**src/rtl/exec_mem_unit_pkg.sv**
```systemverilog
// Shared constants for the execute/memory stage: ALU opcodes, default widths
// and the instruction-type codes used by the control unit.
package exec_mem_unit_pkg;

  localparam int DATA_WIDTH_DEF = 8;
  localparam int ADDR_BITS_DEF  = 5;

  localparam logic [3:0] OP_ADD  = 4'b0000;
  localparam logic [3:0] OP_SUB  = 4'b0001;
  localparam logic [3:0] OP_AND  = 4'b0010;
  localparam logic [3:0] OP_OR   = 4'b0011;
  localparam logic [3:0] OP_XOR  = 4'b0100;
  localparam logic [3:0] OP_NOT  = 4'b0101;
  localparam logic [3:0] OP_SHL  = 4'b0110;
  localparam logic [3:0] OP_SHR  = 4'b0111;
  localparam logic [3:0] OP_INC  = 4'b1000;
  localparam logic [3:0] OP_DEC  = 4'b1001;
  localparam logic [3:0] OP_PASA = 4'b1010;
  localparam logic [3:0] OP_PASB = 4'b1011;
  localparam logic [3:0] OP_NOP  = 4'b1111;

  typedef enum logic [1:0] {
    INSTR_STD_OP = 2'b01,
    INSTR_LOADR  = 2'b10,
    INSTR_STORER = 2'b11
  } instr_type_e;

  // Codes 1100..1110 are reserved and behave as pass-A with no carry.
  function automatic logic is_reserved_op(input logic [3:0] op);
    return (op >= 4'b1100) && (op <= 4'b1110);
  endfunction

endpackage

```
**src/rtl/exec_mem_unit_if.sv**
```systemverilog
// Control-unit <-> execute/memory stage bundle; master is the control unit.
interface exec_mem_unit_if #(
  parameter int DATA_WIDTH = 8
);
  logic [DATA_WIDTH-1:0] operand1;
  logic [DATA_WIDTH-1:0] operand2;
  logic [DATA_WIDTH-1:0] offset;
  logic [3:0]            opcode;
  logic                  sel1;
  logic                  sel3;
  logic                  w_r;
  logic [DATA_WIDTH-1:0] result2;
  logic                  zero_flag;
  logic                  carry_flag;

  modport master (
    output operand1, operand2, offset, opcode, sel1, sel3, w_r,
    input  result2, zero_flag, carry_flag
  );

  modport slave (
    input  operand1, operand2, offset, opcode, sel1, sel3, w_r,
    output result2, zero_flag, carry_flag
  );
endinterface

```
**src/rtl/exec_mem_unit_data_mem.sv**
```systemverilog
// Single-port synchronous data RAM, read-first. Only the read register is
// reset; array contents survive reset and a write is dropped while reset is low.
module exec_mem_unit_data_mem #(
  parameter int DATA_WIDTH = 8,
  parameter int ADDR_BITS  = 5
) (
  input  logic                  clk,
  input  logic                  rst_n,
  input  logic                  i_we,
  input  logic [ADDR_BITS-1:0]  i_addr,
  input  logic [DATA_WIDTH-1:0] i_wdata,
  output logic [DATA_WIDTH-1:0] o_rdata
);

  localparam int DEPTH = 1 << ADDR_BITS;

  logic [DATA_WIDTH-1:0] r_mem [DEPTH];
  logic [DATA_WIDTH-1:0] r_rdata;

  always_ff @(posedge clk or negedge rst_n) begin
    if (!rst_n) begin
      r_rdata <= '0;
    end else begin
      r_rdata <= r_mem[i_addr];
      if (i_we) begin
        r_mem[i_addr] <= i_wdata;
      end
    end
  end

  assign o_rdata = r_rdata;

endmodule

```
**src/rtl/exec_mem_unit.sv**
```systemverilog
// Execute/memory stage: registered ALU with flags, data memory addressed by
// the ALU result, and the write-back select mux. Sequenced by the control unit.
module exec_mem_unit
  import exec_mem_unit_pkg::*;
#(
  parameter int DATA_WIDTH = DATA_WIDTH_DEF,
  parameter int ADDR_BITS  = ADDR_BITS_DEF
) (
  input  logic            clk,
  input  logic            rst_n,
  exec_mem_unit_if.slave  bus
);

  logic [DATA_WIDTH-1:0] w_alu_a;
  logic [DATA_WIDTH-1:0] w_alu_b;
  logic [DATA_WIDTH:0]   w_alu_full;
  logic [DATA_WIDTH-1:0] w_alu_res;
  logic                  w_nop;
  logic [ADDR_BITS-1:0]  w_addr;
  logic [DATA_WIDTH-1:0] w_data_out;

  logic [DATA_WIDTH-1:0] r_alu_q;
  logic                  r_zero;
  logic                  r_carry;

  assign w_alu_a = bus.operand1;
  assign w_alu_b = bus.sel3 ? bus.offset : bus.operand2;

  // Bit DATA_WIDTH of w_alu_full carries the carry/borrow for every opcode.
  always_comb begin
    w_alu_full = '0;
    w_nop      = 1'b0;
    case (bus.opcode)
      OP_ADD:  w_alu_full = {1'b0, w_alu_a} + {1'b0, w_alu_b};
      OP_SUB:  w_alu_full = {1'b0, w_alu_a} - {1'b0, w_alu_b};
      OP_AND:  w_alu_full = {1'b0, w_alu_a & w_alu_b};
      OP_OR:   w_alu_full = {1'b0, w_alu_a | w_alu_b};
      OP_XOR:  w_alu_full = {1'b0, w_alu_a ^ w_alu_b};
      OP_NOT:  w_alu_full = {1'b0, ~w_alu_a};
      OP_SHL:  w_alu_full = {w_alu_a, 1'b0};
      OP_SHR:  w_alu_full = {w_alu_a[0], 1'b0, w_alu_a[DATA_WIDTH-1:1]};
      OP_INC:  w_alu_full = {1'b0, w_alu_a} + {{DATA_WIDTH{1'b0}}, 1'b1};
      OP_DEC:  w_alu_full = {1'b0, w_alu_a} - {{DATA_WIDTH{1'b0}}, 1'b1};
      OP_PASA: w_alu_full = {1'b0, w_alu_a};
      OP_PASB: w_alu_full = {1'b0, w_alu_b};
      OP_NOP: begin
        // Holding: the memory address also follows the held ALU value.
        w_nop      = 1'b1;
        w_alu_full = {1'b0, r_alu_q};
      end
      default: w_alu_full = {1'b0, w_alu_a};
    endcase
  end

  assign w_alu_res = w_alu_full[DATA_WIDTH-1:0];
  assign w_addr    = w_alu_res[ADDR_BITS-1:0];

  always_ff @(posedge clk or negedge rst_n) begin
    if (!rst_n) begin
      r_alu_q <= '0;
      r_zero  <= 1'b1;
      r_carry <= 1'b0;
    end else if (!w_nop) begin
      r_alu_q <= w_alu_res;
      r_zero  <= (w_alu_res == '0);
      r_carry <= w_alu_full[DATA_WIDTH];
    end
  end

  exec_mem_unit_data_mem #(
    .DATA_WIDTH (DATA_WIDTH),
    .ADDR_BITS  (ADDR_BITS)
  ) u_data_mem (
    .clk     (clk),
    .rst_n   (rst_n),
    .i_we    (bus.w_r),
    .i_addr  (w_addr),
    .i_wdata (bus.operand2),
    .o_rdata (w_data_out)
  );

  assign bus.result2    = bus.sel1 ? r_alu_q : w_data_out;
  assign bus.zero_flag  = r_zero;
  assign bus.carry_flag = r_carry;

endmodule

```
**src/flat_wrapper.sv**
```systemverilog
// flat-port wrapper written by rule: the top's interface ports become plain ports
module exec_mem_unit_flat import exec_mem_unit_pkg::*;
#(
  parameter int DATA_WIDTH = DATA_WIDTH_DEF,
  parameter int ADDR_BITS  = ADDR_BITS_DEF
)
  (clk, rst_n, bus_operand1, bus_operand2, bus_offset, bus_opcode, bus_sel1, bus_sel3, bus_w_r, bus_result2, bus_zero_flag, bus_carry_flag);
  exec_mem_unit_if #(.DATA_WIDTH(DATA_WIDTH)) bus_i ();
  input  logic clk;
  input  logic rst_n;
  input wire logic [$bits(bus_i.operand1)-1:0] bus_operand1;
  input wire logic [$bits(bus_i.operand2)-1:0] bus_operand2;
  input wire logic [$bits(bus_i.offset)-1:0] bus_offset;
  input wire logic [$bits(bus_i.opcode)-1:0] bus_opcode;
  input wire logic [$bits(bus_i.sel1)-1:0] bus_sel1;
  input wire logic [$bits(bus_i.sel3)-1:0] bus_sel3;
  input wire logic [$bits(bus_i.w_r)-1:0] bus_w_r;
  output wire logic [$bits(bus_i.result2)-1:0] bus_result2;
  output wire logic [$bits(bus_i.zero_flag)-1:0] bus_zero_flag;
  output wire logic [$bits(bus_i.carry_flag)-1:0] bus_carry_flag;
  assign bus_i.operand1 = bus_operand1;
  assign bus_i.operand2 = bus_operand2;
  assign bus_i.offset = bus_offset;
  assign bus_i.opcode = bus_opcode;
  assign bus_i.sel1 = bus_sel1;
  assign bus_i.sel3 = bus_sel3;
  assign bus_i.w_r = bus_w_r;
  assign bus_result2 = bus_i.result2;
  assign bus_zero_flag = bus_i.zero_flag;
  assign bus_carry_flag = bus_i.carry_flag;
  exec_mem_unit #(.DATA_WIDTH(DATA_WIDTH), .ADDR_BITS(ADDR_BITS)) u_core (.clk(clk), .rst_n(rst_n), .bus(bus_i));
endmodule
```
**config.mk**
```make
export PLATFORM = sky130hd
export DESIGN_NAME = exec_mem_unit_flat
export DESIGN_NICKNAME = d
export VERILOG_FILES = /design/src/rtl/exec_mem_unit_pkg.sv /design/src/rtl/exec_mem_unit_if.sv /design/src/rtl/exec_mem_unit_data_mem.sv /design/src/rtl/exec_mem_unit.sv /design/src/flat_wrapper.sv
export SDC_FILE = /design/constraint.sdc
export NUM_CORES = 1
export LEC_CHECK = 0
export CAP_MARGIN = 20
export CELL_PAD_IN_SITES_DETAIL_PLACEMENT = 1
export CELL_PAD_IN_SITES_GLOBAL_PLACEMENT = 2
export CORE_MARGIN = 5
export CORE_UTILIZATION = 35
export CTS_CLUSTER_SIZE = 40
export DETAILED_ROUTE_END_ITERATION = 10
export DONT_BUFFER_PORTS = 1
export HOLD_SLACK_MARGIN = 0.05
export PLACE_DENSITY_LB_ADDON = 0.1
export SLEW_MARGIN = 0
export SYNTH_ARGS = -nofsm -noshare
export SYNTH_HDL_FRONTEND = slang
export SYNTH_SLANG_ARGS = --single-unit
```
**constraint.sdc**
```tcl
create_clock -name clk -period 4.85 [get_ports clk]
set_clock_uncertainty 0.1 [all_clocks]
set_input_delay 0.485 -clock clk [delete_from_list [all_inputs] [get_ports clk]]
set_output_delay 0.485 -clock clk [all_outputs]
set_load 0.02 [all_outputs]
```
# Yosys cells after proc, flatten, opt, wreduce, memory -nomap -nowiden
# Memory sizes are Yosys's and may differ from the RTL's. A register that Yosys moved wholly into a read port is not among the register bits.
# Index checks and enable logic that the tools add are counted.
[totals]
inputBits = 33
memories = 1
mem_bits_rw = 256
out_inout_bits = 10
register_bits = 10
elab_cells = 33
[classes]
add_sub_neg = 4
n_bitwise = 4
n_eq_ne = 11
n_mux = 6
reduce_logical = 4
[memory_table]
columns = ["memory", "depth", "word_bits", "rd", "rd_clocked_by_memory_dff", "write_ports", "line_no", "source"]
rows = [
  ["u_core.u_data_mem.r_mem", 32, 8, 1, 1, 1, "exec_mem_unit_data_mem.sv:17", "logic [DATA_WIDTH-1:0] r_mem [DEPTH];"],
]
[op_table]
columns = ["op", "n"]
rows = [
  ["$pmux 9 s12", 1],
  ["$eq 4x3->1 const B", 4],
  ["$eq 4x4->1 const B", 4],
  ["$mux 8", 2],
  ["$add 8x1->9 const B", 1],
  ["$add 8x8->9", 1],
  ["$sub 8x1->9 const B", 1],
  ["$sub 8x8->9", 1],
  ["$and 8x8->8", 1],
  ["$eq 4x2->1 const B", 2],
  ["$logic_not 8->1", 1],
  ["$not 8->8", 1],
  ["$or 8x8->8", 1],
  ["$xor 8x8->8", 1],
  ["$eq 4x1->1 const B", 1],
  ["$logic_not 4->1", 1],
  ["$mux 1", 3],
  ["$logic_and 1x1->1", 1],
  ["$logic_not 1->1", 1],
]

# Depth between registers and ports, before layout
[depth]
word_depth = 4
ltp_mapped = 18

# Hierarchy
# From an unflattened synthesis, not the netlist that was laid out.
[unflattened]
hier_cells = 859
hier_area_um2 = 12445.7
[by_module_without_submodules]
columns = ["mod", "n_inst", "cells_per_inst", "seq_area_each_um2", "area_per_inst_um2"]
rows = [
  ["exec_mem_unit_data_mem", 1, 579, 7887.6, 10243.6],
  ["exec_mem_unit", 1, 280, 251.5, 2202.1],
]

# Worst setup path after synthesis
# No wires, ideal clock.
[synth_path]
kind = "input to register"
startpoint = "input bus_opcode[3]"
endpoint = "memory u_core.u_data_mem.r_mem[11][0] (enable)"
arrival_time_ns = 3.891
path_stages = 16
path_slack_ns = 0.488
required_ns = 4.379
path_cell_list = "buf_2 -> buf_2 -> buf_1 -> buf_1 -> nand2_1 -> nand2_1 -> ha_1 -> fa_1 -> o21ai_0 -> o2bb2ai_1 -> o32a_1 -> clkbuf_1 -> buf_2 -> buf_2 -> nand4_1 -> nor2_1"
[synth_between]
elab_chain_cells = 2
[synth_lines]
columns = ["item", "line_no", "source"]
rows = [
  ["start, declared", "flat_wrapper.sv:14", "input wire logic [$bits(bus_i.opcode)-1:0] bus_opcode;"],
  ["$eq 4x4->1 (tied with other cells)", "exec_mem_unit.sv:33", "case (bus.opcode)"],
  ["$pmux 9 s12 (*)", "exec_mem_unit.sv:33", ""],
  ["end, declared", "exec_mem_unit_data_mem.sv:17", ""],
]
# Every way passes the cells marked *; elsewhere a longest branch is shown, timed or not.

# Worst setup path after layout
[layout_path]
startpoint = "input bus_sel3"
endpoint = "register u_core.u_data_mem.r_rdata[4] (netlist: u_core.u_data_mem.o_rdata[4]), read port of u_core.u_data_mem.r_mem"
[layout_between]
elab_chain_cells = 3
[layout_lines]
columns = ["item", "line_no", "source"]
rows = [
  ["start, declared", "flat_wrapper.sv:16", "input wire logic [$bits(bus_i.sel3)-1:0] bus_sel3;"],
  ["$mux 8 (*)", "exec_mem_unit.sv:27", "assign w_alu_b = bus.sel3 ? bus.offset : bus.operand2;"],
  ["$sub 8x8->9 (tied with other cells)", "exec_mem_unit.sv:35", "OP_SUB: w_alu_full = {1'b0, w_alu_a} - {1'b0, w_alu_b};"],
  ["$pmux 9 s12 (*)", "exec_mem_unit.sv:33", ""],
  ["end, declared", "exec_mem_unit_data_mem.sv:18", "logic [DATA_WIDTH-1:0] r_rdata;"],
]
# Marked as above.
# A chain may end at the register's enable or synchronous reset.

==> impl_results.md <==
* Mapped Avg Cell Area at 14.2 µm²
* First-pass GRT wire length at 56200 µm
* Post-CTS Setup Bufs at 0
* Area taken by multi-input logic gates at 4130 µm²
* Initial antenna violation count at 3
* Ys async rst share at 6.57%
* Cell Area, Synth at 12600 µm²
* Dominant synthesized flop cell: edfxtp_1
* Synth unique cells at 62
* Cells after Synth at 887
* Rel. slew slack at 41.0%
* Synthesis Warnings at 0
* Vias at 7718
* Vias in the first global route at 8154
* Fin crit share at 84.2%
* Min Tclk post-route at 4090 ps
* CP required at 5150 ps
* Detailed Route WL at 38500 µm
* Count of final setup violators at 0
* Pwr per Cell Area at 405 nW/µm²
* CTS root buf: clkbuf_16
* Worst reg2reg path startpoint: u_core.r_alu_q[0]
* Peak VDD IR at 296 µV
* First-pass detailed-route iteration total at 4
* Crit-path max FO at 18
* Post-DRT Antenna Nets at 0
* Critical path capture point type: flip-flop
* Final hold vios at 0
* Initial core utilization at 35.4%
* CTS tree: yes
* Post-synthesis sequential area ratio at 64.8%
* Drt via density at 5.42
* Routed WL per cell at 27.0 µm
* Largest net degree at the start of global routing at 50
* Antenna diode count at 0
* Class of the worst hold path: in2async
* Type of origin of the critical path: primary input
* Unrepaired setup endpoints after global routing: false
* Clk slew on worst S/H paths at 70 ps
* Layout Utilization at 41.1%
* Fraction of layout cells with a size suffix above 1 at 14.8%
* Status: completed
* Clock Sinks at 274
* Max-Cap Viols at 0
* WS Path Type: in2reg
* Seq cells post-synth at 274
* GPL Wtd Cong at 0.831
* Syn_nets at 946
* Filler cell count in the final layout at 3572
* Std-Cell Rows at 69
* Dpl hpwl at 24800 µm
* Crit. Startpoint: bus_sel3
* Post-synth EDFFs at 256
* Clk buf depth at 3
* CORE AREA at 35500 µm²
* Crit path DAT at 4390 ps
* Final Slew Violations at 0
* Iter 0 DRT Violations at 509
* Max Freq at 0.245 GHz
* Port buffer count at 0
* Synth-to-Final Area Change at 16.1%
* DRC at 0
* Setup_tns at 0 ps
* Die area at 39800 µm²
* All-layer global routing usage at 19.2%
* Slew @ Worst Pin at 880 ps
* Vert. Die Dim at 200 µm
* Sequential Area at 8140 µm²
* Final nets at 1000
* Reg2Reg Depth at 9
* Grt ovf at 0
* Num CTS Buffers at 31
* Leak pwr at 5.29 nW
* # IOs at 43
* Latest clock arrival within the worst-skew pair at 560 ps
* Die width at 200 µm
* Total number of H-tree levels at 1
==> sequential cells by signal, indices dropped and copies added, names as in the netlist <==
register                   count
u_core.u_data_mem.r_mem      256
u_core.r_alu_q                 8
u_core.u_data_mem.o_rdata      8
u_core.bus.carry_flag          1
u_core.bus.zero_flag           1
==> layer usage <==
metal / track usage (%) / vias up / share of wire, %
met5: 0 / - / 0
met1: 26.7 / 4009 / 45
met2: 31.9 / 160 / 48
met3: 3.19 / 45 / 4.9
li1: - / 3504 / -
met4: 4.23 / 0 / 2.3
==> final timing paths <==
path | slack, ps | to
max | 760 | u_core.u_data_mem.o_rdata[4]
min | 70 | u_core.bus.carry_flag
max reg2reg | 1290 | u_core.u_data_mem.o_rdata[5]
min reg2reg | 450 | u_core.bus.zero_flag
max in group asynchronous | 4120 | u_core.bus.zero_flag
min in group clk | 80 | u_core.r_alu_q[5]
==> synth_stat cells (all sizes together) (2+ instances only) <==
master	instances	area share, %
a21o	2	0.12
a32oi	32	2.2
or3	2	0.10
a21oi	26	1.0
nand3	14	0.66
nand2b	4	0.20
nor2b	3	0.15
mux2i	171	14
dfrtp	17	3.4
xnor2	9	0.63
inv	24	0.72
clkbuf	11	0.33
o22ai	7	0.46
o21a	2	0.12
nor3	18	1.0
edfxtp	256	61
o211ai	2	0.12
ha	25	2.5
nand4	10	0.50
a211oi	2	0.12
a2111oi	2	0.19
a22oi	8	0.48
o31a	2	0.14
o21ai	17	0.74
buf	35	1.4
xor2	2	0.14
nor2	58	1.7
or4	2	0.12
mux2	10	0.90
a31oi	5	0.25
o32ai	4	0.43
nand2	87	2.6
==> cells in the final DEF (no fill, tap or decap), drive strengths merged, types with 2 or more instances in the layout <==
master,synthesis,routed
o211ai,2,2
nand2,87,87
nand3,14,14
mux2i,171,171
or3,2,2
nor2,58,58
xnor2,9,9
a21o,2,2
bufinv,0,3
nand2b,4,4
nor2b,3,3
o31a,2,2
ha,25,25
o21a,2,2
mux2,10,10
a2111oi,2,2
dlygate4sd3,0,5
or4,2,2
dfrtp,17,17
nor3,18,18
nand4,10,10
xor2,2,2
o22ai,7,7
clkinv,1,11
a21oi,26,26
a31oi,5,5
o21ai,17,17
a32oi,32,32
clkbuf,11,42
buf,35,61
a211oi,2,2
a22oi,8,8
inv,24,25
o32ai,4,4
edfxtp,256,256
==> area by class of cell <==
| type | count | share of cell area (%) |
|---|---|---|
| inverter | 25 | 0.643 |
| timing repair buffer | 67 | 4.68 |
| multi-input combinational | 542 | 28.3 |
| clock inverter | 14 | 1.09 |
| clock buffer | 41 | 5.57 |
| sequential | 274 | 55.8 |
| tap | 461 | 3.95 |
==> critical path, stage by stage <==
cell and delay (ps):
mux2i_1 450, ha_1 320, o21a_1 210, fa_1 430
o21ai_0 230, o2bb2ai_1 150, o32a_2 630, buf_4 390
mux2i_1 400, nand2_1 110, a32oi_1 400, nand4_1 170
==> per-stage QoR <==
step	instances	hold slack [ps]	power, W	setup slack (ps)	cell area (µm²)
3_5_place_dp	1355	90.3	0.00365	148	13400
4_1_cts	1423	52.3	0.00597	729	14600
3_3_place_gp	1355	90.2	0.00365	240	13400
6_report	1424	74.2	0.00590	764	14600
5_1_grt	1424	53.4	0.00615	517	14600
2_1_floorplan	887	89.4	0.00336	488	12600
==> where the power goes <==
part / switching, W / total, W / internal [W] / leakage [nW]
logic: 0.000614 / 0.000966 / 0.000352 / 2.29
clock network: 0.000911 / 0.00224 / 0.00133 / 0.478
registers: 0.0000416 / 0.00269 / 0.00265 / 2.52
==> cell families after synthesis <==
family                   after synthesis  synth area share (%)
AND/OR/NAND/NOR                      202                  7.27
buffers and inverters                 71                  2.50
multiplexers                         182                  14.9
AO/OA/AOI/OAI                        121                  7.19
flip-flops                           274                  64.8
adder cells (fa/ha/maj)               26                  2.65
XOR/XNOR                              11                 0.767
==> repair_timing <==
item                      in CTS  in global routing
hold endpoints to repair     277                  0
hold buffers                  13                  0
resized for setup              0                  0
Power figures use the tool's default switching activity.
